**config.mk**
```make
export PLATFORM = sky130hd
export DESIGN_NAME = local_flit_tx
export DESIGN_NICKNAME = d
export VERILOG_FILES = /design/src/rtl/noc_pkg.sv /design/src/rtl/flit_fifo.sv /design/src/rtl/local_flit_tx.sv
export SDC_FILE = /design/constraint.sdc
export NUM_CORES = 1
export LEC_CHECK = 0
export ABC_AREA = 1
export BUFFER_PORTS_ARGS = -buffer_cell sky130_fd_sc_hd__buf_4
export CAP_MARGIN = 20
export CORE_MARGIN = 1.5
export CORE_UTILIZATION = 44
export CTS_BUF_LIST = sky130_fd_sc_hd__clkbuf_8
export DETAILED_ROUTE_END_ITERATION = 8
export PLACE_DENSITY_LB_ADDON = 0.15
export SLEW_MARGIN = 15
export SYNTH_ARGS = -nofsm -noshare
export SYNTH_HDL_FRONTEND = slang
export SYNTH_HIERARCHICAL = 1
export SYNTH_SLANG_ARGS = --single-unit
```
**constraint.sdc**
```tcl
create_clock -name clk -period 2.92 [get_ports clk]
set_input_delay 0.146 -clock clk [delete_from_list [all_inputs] [get_ports clk]]
set_output_delay 0.146 -clock clk [all_outputs]
set_load 0.01 [all_outputs]
```
**src/rtl/noc_pkg.sv**
```systemverilog
// Shared NoC definitions: flit layout, flit type codes and transmitter states.
package noc_pkg;

  localparam int FLIT_W    = 16;
  localparam int PAYLOAD_W = 14;
  localparam int COORD_W   = 4;
  localparam int LEN_W     = 4;

  localparam int TYPE_HI = 15;
  localparam int TYPE_LO = 14;
  localparam int DX_HI   = 13;
  localparam int DX_LO   = 10;
  localparam int DY_HI   = 9;
  localparam int DY_LO   = 6;
  localparam int LEN_HI  = 5;
  localparam int LEN_LO  = 2;

  typedef enum logic [1:0] {
    FT_NONE = 2'b00,
    FT_HEAD = 2'b01,
    FT_BODY = 2'b10,
    FT_TAIL = 2'b11
  } flit_type_e;

  typedef enum logic [1:0] {
    ST_IDLE = 2'b00,
    ST_HEAD = 2'b01,
    ST_BODY = 2'b10
  } tx_state_e;

  function automatic logic [FLIT_W-1:0] make_head(
    input logic [COORD_W-1:0] dx,
    input logic [COORD_W-1:0] dy,
    input logic [LEN_W-1:0]   len
  );
    return {FT_HEAD, dx, dy, len, 2'b00};
  endfunction

  function automatic logic [FLIT_W-1:0] make_payload(
    input flit_type_e             ftype,
    input logic [PAYLOAD_W-1:0]   word
  );
    return {ftype, word};
  endfunction

endpackage

```
**src/rtl/flit_fifo.sv**
```systemverilog
// Small synchronous FIFO for payload words; pointers wrap modulo DEPTH (power of 2).
module flit_fifo #(
  parameter int WIDTH = 14,
  parameter int DEPTH = 4,
  parameter int CNT_W = $clog2(DEPTH + 1)
) (
  input  logic             clk,
  input  logic             rst,
  input  logic             push,
  input  logic             pop,
  input  logic [WIDTH-1:0] wdata,
  output logic [WIDTH-1:0] rdata,
  output logic             full,
  output logic             empty,
  output logic [CNT_W-1:0] count
);

  localparam int PTR_W = $clog2(DEPTH);

  logic [WIDTH-1:0] mem [DEPTH];
  logic [PTR_W-1:0] wr_ptr;
  logic [PTR_W-1:0] rd_ptr;
  logic             do_push;
  logic             do_pop;

  assign full    = (count == CNT_W'(DEPTH));
  assign empty   = (count == '0);
  // A full FIFO still takes a word when one leaves in the same cycle.
  assign do_push = push && (!full || pop);
  assign do_pop  = pop && !empty;
  assign rdata   = mem[rd_ptr];

  // NOTE: storage carries no reset; the reset pointers/count make stale entries unreachable.
  always_ff @(posedge clk) begin
    if (do_push) mem[wr_ptr] <= wdata;
  end

  always_ff @(posedge clk or negedge rst) begin
    if (!rst) begin
      wr_ptr <= '0;
      rd_ptr <= '0;
      count  <= '0;
    end else begin
      if (do_push) wr_ptr <= wr_ptr + PTR_W'(1);
      if (do_pop)  rd_ptr <= rd_ptr + PTR_W'(1);
      unique case ({do_push, do_pop})
        2'b10:   count <= count + CNT_W'(1);
        2'b01:   count <= count - CNT_W'(1);
        default: ;
      endcase
    end
  end

endmodule

```
**src/rtl/local_flit_tx.sv**
```systemverilog
// Network-interface transmitter: turns a header plus payload words into head/body/tail
// flits for a router input port, paced by credit-based flow control.
module local_flit_tx
  import noc_pkg::*;
#(
  parameter  int CREDITS    = 4,
  parameter  int FIFO_DEPTH = 4,
  localparam int CRED_W     = $clog2(CREDITS + 1)
) (
  input  logic                 clk,
  input  logic                 rst,
  input  logic                 pkt_valid_i,
  output logic                 pkt_ready_o,
  input  logic [COORD_W-1:0]   dest_x_i,
  input  logic [COORD_W-1:0]   dest_y_i,
  input  logic [LEN_W-1:0]     pkt_len_i,
  input  logic                 word_valid_i,
  output logic                 word_ready_o,
  input  logic [PAYLOAD_W-1:0] word_i,
  output logic [FLIT_W-1:0]    flit_o,
  input  logic                 iner_i,
  output logic [CRED_W-1:0]    credit_o,
  output logic                 busy_o,
  output logic                 cred_err_o
);

  localparam int FCNT_W = $clog2(FIFO_DEPTH + 1);

  tx_state_e              state, state_nxt;
  logic [COORD_W-1:0]     hdr_dx, hdr_dy;
  logic [LEN_W-1:0]       hdr_len;
  logic [LEN_W-1:0]       remaining;
  logic                   send_head, send_body, send, is_tail;
  logic [PAYLOAD_W-1:0]   fifo_rdata;
  logic                   fifo_full, fifo_empty;
  logic [FCNT_W-1:0]      fifo_count;

  flit_fifo #(.WIDTH(PAYLOAD_W), .DEPTH(FIFO_DEPTH)) u_fifo (
    .clk   (clk),
    .rst   (rst),
    .push  (word_valid_i && word_ready_o),
    .pop   (send_body),
    .wdata (word_i),
    .rdata (fifo_rdata),
    .full  (fifo_full),
    .empty (fifo_empty),
    .count (fifo_count)
  );

  always_ff @(posedge clk or negedge rst) begin
    if (!rst) state <= ST_IDLE;
    else      state <= state_nxt;
  end

  always_comb begin
    state_nxt = state;
    unique case (state)
      ST_IDLE: if (pkt_valid_i) state_nxt = ST_HEAD;
      ST_HEAD: if (send_head)   state_nxt = (hdr_len == '0) ? ST_IDLE : ST_BODY;
      ST_BODY: if (send_body && is_tail) state_nxt = ST_IDLE;
      default: state_nxt = ST_IDLE;
    endcase
  end

  // Sends only on credit already held; a same-cycle iner_i cannot fund a send.
  always_comb begin
    pkt_ready_o  = (state == ST_IDLE);
    busy_o       = (state != ST_IDLE);
    word_ready_o = !fifo_full;
    send_head    = (state == ST_HEAD) && (credit_o != '0);
    send_body    = (state == ST_BODY) && (credit_o != '0) && !fifo_empty;
    send         = send_head || send_body;
    is_tail      = (remaining == LEN_W'(1));
  end

  always_ff @(posedge clk or negedge rst) begin
    if (!rst) begin
      hdr_dx     <= '0;
      hdr_dy     <= '0;
      hdr_len    <= '0;
      remaining  <= '0;
      flit_o     <= '0;
      credit_o   <= CRED_W'(CREDITS);
      cred_err_o <= 1'b0;
    end else begin
      if (pkt_valid_i && pkt_ready_o) begin
        hdr_dx  <= dest_x_i;
        hdr_dy  <= dest_y_i;
        hdr_len <= pkt_len_i;
      end

      if (send_head)      remaining <= hdr_len;
      else if (send_body) remaining <= remaining - LEN_W'(1);

      if (send_head)      flit_o <= make_head(hdr_dx, hdr_dy, hdr_len);
      else if (send_body) flit_o <= make_payload(is_tail ? FT_TAIL : FT_BODY, fifo_rdata);
      else                flit_o <= '0;

      unique case ({send, iner_i})
        2'b10: credit_o <= credit_o - CRED_W'(1);
        2'b01: begin
          if (credit_o == CRED_W'(CREDITS)) cred_err_o <= 1'b1;
          else                              credit_o   <= credit_o + CRED_W'(1);
        end
        default: ;
      endcase
    end
  end

  always_ff @(posedge clk) begin
    if (rst) assert (fifo_count <= FCNT_W'(FIFO_DEPTH));
  end

endmodule
```
==> results.txt <==
----------------------------------------------------
[Outcome]
  Outcome ... completed

[Clock network]
  Number of buffers added for setup after CTS ... 0
  Clk Latency, worst-skew pair ... 0.36 ns
  CTS Root Buffer Type ... sky130_fd_sc_hd__clkbuf_8
  Hold-fix buffer count after cts ... 22
  Clock slew seen by the registers of the worst setup and hold paths ... 0.10 ns
  Max Root-Sink Buffers ... 2
  Number of sinks handled by clock tree synthesis ... between 100 and 150
  Gates resized, CTS repair ... 0
  # H-tree levels ... 3
  Clock buffer count from CTS ... 9
  TritonCTS clock tree ... yes

[Setup path]
  Startpoint type of the worst setup path ... flip-flop
  Series of cell instances along the critical path ... nor2_1 -> nand2_1 -> inv_1 -> nor2_2 -> nand2_4 -> inv_2 -> inv_1 -> nand3_1 -> nand2_2 -> ha_1 -> inv_1 -> fa_1 -> nand2_1 -> nand3_1 -> nand2_1 -> nand2_1
  Worst Path Max Fanout ... 10
  CP Buf/Inv Count ... 4
  CP max stage cell ... sky130_fd_sc_hd__dfrtp_1
  Worst reg2reg endpoint ... u_fifo/count[2]$_DFFE_PN0P_
  CP top delay family ... simple AND/OR/NAND/NOR gates
  Critical Path RT ... 3.18 ns
  Delay of the slowest cell on the worst path ... ~0.43 ns
  Most prevalent standard cell on the critical path ... sky130_fd_sc_hd__nand2_1
  Launch instance of the worst register-to-register path ... u_fifo/count[0]$_DFFE_PN0P_
  Arrival time at the worst endpoint ... between 2 and 3 ns
  Category of the worst setup path capture point ... flip-flop
  Critical setup path kind ... flip-flop to flip-flop
  Worst reg-to-reg setup slack ... 0.49 ns
  Reg2Reg Depth ... 16

[Synthesis]
  Commonest cells in the synthesized netlist ... 56 x sky130_fd_sc_hd__edfxtp_1, 53 x sky130_fd_sc_hd__nor2_1, 44 x sky130_fd_sc_hd__dfrtp_1
  Register bit count reported by yosys ... 101
  Fraction of post-synthesis cell area in the top cell type by area ... about two fifths
  Number of synthesized flops with an enable pin ... 56
  Number of warnings reported in the yosys synthesis log ... 6
  Post-synthesis net count ... just under 400
  Commonest register cell after synthesis ... sky130_fd_sc_hd__edfxtp_1
  Sequential-to-total area share from yosys stat ... between 60% and 70%
  Number of library cell types mapped by synthesis ... 32
  Proportion of register bits with asynchronous set or reset after synthesis ... approximately 45%
  Mean area per synthesized cell ... approximately 12 µm²
  Synth Cell Area ... approximately 4200 µm²
  Cell with the most instances after synthesis ... sky130_fd_sc_hd__edfxtp_1
  Instance count of the mapped netlist ... about 350
  Dominant cell type by area after synthesis ... sky130_fd_sc_hd__edfxtp_1
  Ranking of synthesized cells by area ... sky130_fd_sc_hd__edfxtp_1 40%, sky130_fd_sc_hd__dfrtp_1 26%, sky130_fd_sc_hd__nor2_1 4.8%, sky130_fd_sc_hd__nand2_1 3.8%, sky130_fd_sc_hd__mux2_2 3.2%

[Detailed routing]
  Iteration-0 DRC count of the detailed router ... 103
  Sum of routed wire length over all layers ... 8030 µm
  Via count ... roughly 2700
  Iteration count of the initial detailed-routing pass ... 4
  Mean routed wirelength per cell ... approximately 15 µm
  # DRC ... 0
  Vias/cell ... 4.90
  Final ANT Viol Nets ... 0

[Floorplanning]
  Height of the chip ... approximately 100 µm
  Die Width ... between 100 and 150 µm
  Floorplan die area ... around 10000 µm²
  Starting density of the core ... a little under half
  Core outline area ... just over 9000 µm²
  Number of ports placed on the die boundary ... 54
  Number of rows in the core area ... 35

[Layout]
  Fraction of final layout cells with drive strength greater than 1 ... ~22%
  Fill cell instance count of the final layout ... around 810
  Syn-to-layout area delta ... 22.1%
  Antenna diode count ... 0
  Net total in the final layout ... 471

[Power and ir drop]
  Leakage ... between 2 and 2.5 nW
  Pwr dens ... around 970 nW/µm²
  Total power after layout ... between 0.004 and 0.005 W
  Worst ir drop on vdd ... 0.374 mV

[STA]
  Setup TNS ... 0 ns
  Maximum operating frequency ... about 400 MHz
  Hold Violations, Final ... 0
  Share of the clock period used by the worst path ... ~83%
  Hold Worst Slack ... 0.0225 ns
  Final number of setup-violating endpoints ... 0
  Relative slew slack ... between 50% and 60%
  Worst clock skew ... 0.0149 ns
  Transition at the pin with the smallest max-transition slack ... ~0.63 ns
  Setup repair after global routing missed its margin ... no
  Number of pins with negative max-slew slack in the final report ... 0
  Crit path time final ... 2.43 ns

[Placement]
  Last weighted congestion value of the routability-driven placer ... around 0.75
  # port buffers ... between 50 and 60
  HPWL after detailed placement ... a little over 5000 µm

[Hold path]
  Path category of the worst min-delay check ... input pin to flip-flop
  WHS Endpoint ... hdr_len[0]$_DFFE_PN0P_
  Min-Delay Path Depth ... 2
  Launch instance of the worst min-delay path ... pkt_len_i[0]

[Global routing]
  Maximum number of pins on one net before global-route repair ... 46
  Grt ovf ... 0
  Vias in the first global route ... around 2600
  GRT Resource Usage Total ... between 15 and 20%
  Global-route wire length before repair ... 13000 µm
  Initial antenna violation count ... 0

[Job]
  Number of max-cap violations ... 0

----------------------------------------------------
per-stage QoR:
step                util [%]  setup WS, ns  cell area (µm²)  instances
detailed placement      50.7         0.540             4660        507
floorplan                  -         0.529             4170        349
finish                  55.4         0.495             5090        547
CTS                     55.1         0.525             5070        545
global placement        50.7         0.618             4660        507
global route            55.4         0.275             5090        547
state kept, by name, indices dropped and copies added, names as in the netlist, 2 cells and up:
name           cells
u_fifo/count       3
u_fifo/rd_ptr      2
hdr_len            4
state              2
credit_o           3
u_fifo/wr_ptr      2
u_fifo/mem        56
hdr_dx             4
flit_o            16
remaining          4
hdr_dy             4
worst max-delay path by stage:
stage                                      startpoint                          end  slack [ns]  cells after the start
after floorplan               credit_o[2]$_DFFE_PN1P_   u_fifo/mem[0][0]$_DFFE_PP_        0.53                      9
after global placement    u_fifo/count[0]$_DFFE_PN0P_  u_fifo/count[2]$_DFFE_PN0P_        0.62                     16
after detailed placement  u_fifo/count[0]$_DFFE_PN0P_  u_fifo/count[2]$_DFFE_PN0P_        0.54                     16
after CTS                 u_fifo/count[0]$_DFFE_PN0P_  u_fifo/count[2]$_DFFE_PN0P_        0.52                     16
after global routing      u_fifo/count[0]$_DFFE_PN0P_  u_fifo/count[2]$_DFFE_PN0P_        0.27                     16
final                     u_fifo/count[0]$_DFFE_PN0P_  u_fifo/count[2]$_DFFE_PN0P_        0.49                     16
placed cells by master (no fill, tap or decap):
cell type	n
sky130_fd_sc_hd__clkinv_1	1
sky130_fd_sc_hd__nor4_1	1
sky130_fd_sc_hd__o221ai_1	2
sky130_fd_sc_hd__inv_8	3
sky130_fd_sc_hd__inv_1	30
sky130_fd_sc_hd__buf_4	59
sky130_fd_sc_hd__o211ai_1	2
sky130_fd_sc_hd__ha_1	7
sky130_fd_sc_hd__nand4_1	5
sky130_fd_sc_hd__mux2_2	12
sky130_fd_sc_hd__o31ai_1	1
sky130_fd_sc_hd__fa_1	2
sky130_fd_sc_hd__nand3_1	11
sky130_fd_sc_hd__o21ai_1	20
sky130_fd_sc_hd__a22o_1	8
sky130_fd_sc_hd__edfxtp_1	56
sky130_fd_sc_hd__o21bai_1	1
sky130_fd_sc_hd__clkbuf_8	9
sky130_fd_sc_hd__inv_2	3
sky130_fd_sc_hd__inv_6	1
sky130_fd_sc_hd__nor2_1	53
sky130_fd_sc_hd__nand2_4	3
sky130_fd_sc_hd__dlygate4sd3_1	24
sky130_fd_sc_hd__dfstp_2	1
sky130_fd_sc_hd__nand2_2	3
sky130_fd_sc_hd__xnor2_1	2
sky130_fd_sc_hd__o21ai_0	24
sky130_fd_sc_hd__nor3_1	1
sky130_fd_sc_hd__nand2_1	42
sky130_fd_sc_hd__clkinv_4	2
sky130_fd_sc_hd__xor2_1	2
sky130_fd_sc_hd__nor2_2	1
sky130_fd_sc_hd__dfrtp_1	44
area by class of cell:
class / instances / area (µm²) / area share, %
clock inverters: 7 / 63.8 / 1.25
repair buffers: 83 / 683 / 13.4
multi-input cells: 203 / 1150 / 22.6
clock buffers: 9 / 124 / 2.43
flip-flops and latches: 101 / 2810 / 55.2
well taps: 111 / 139 / 2.73
inverters: 33 / 124 / 2.43
where the power goes:
group	internal (W)	switching [W]	total, W
Clock	0.000331	0.000506	0.000838
Combinational	0.000768	0.00114	0.00191
Sequential	0.00196	0.000238	0.00220
layer usage:
layer,global-route usage [%],routed length (µm),vias to the layer above
met5,0,0,-
met1,24.7,3930,1262
li1,-,-,1349
met2,25.9,3710,65
met4,4.23,29,0
met3,5.22,363,2
logic make-up (layout without fill, tap and decap cells):
logic type	after synthesis	after routing	synth area share, %
fa+ha+maj	9	9	3.06
buf+inv	45	132	5.10
flops	101	101	67.4
compound gates	58	58	8.10
xor+xnor	4	4	0.840
simple gates	120	120	12.3
mux	12	12	3.24
worst register-to-register path: stages, from the launching register on:
cell and delay, ns:
sky130_fd_sc_hd__dfrtp_1 0.43, sky130_fd_sc_hd__nor2_1 0.16, sky130_fd_sc_hd__nand2_1 0.13, sky130_fd_sc_hd__inv_1 0.10
sky130_fd_sc_hd__nor2_2 0.05, sky130_fd_sc_hd__nand2_4 0.12, sky130_fd_sc_hd__inv_2 0.06, sky130_fd_sc_hd__inv_1 0.05
sky130_fd_sc_hd__nand3_1 0.12, sky130_fd_sc_hd__nand2_2 0.16, sky130_fd_sc_hd__ha_1 0.18, sky130_fd_sc_hd__inv_1 0.07
sky130_fd_sc_hd__fa_1 0.40, sky130_fd_sc_hd__nand2_1 0.11, sky130_fd_sc_hd__nand3_1 0.08, sky130_fd_sc_hd__nand2_1 0.06
sky130_fd_sc_hd__nand2_1 0.05
Power figures use the tool's default switching activity.
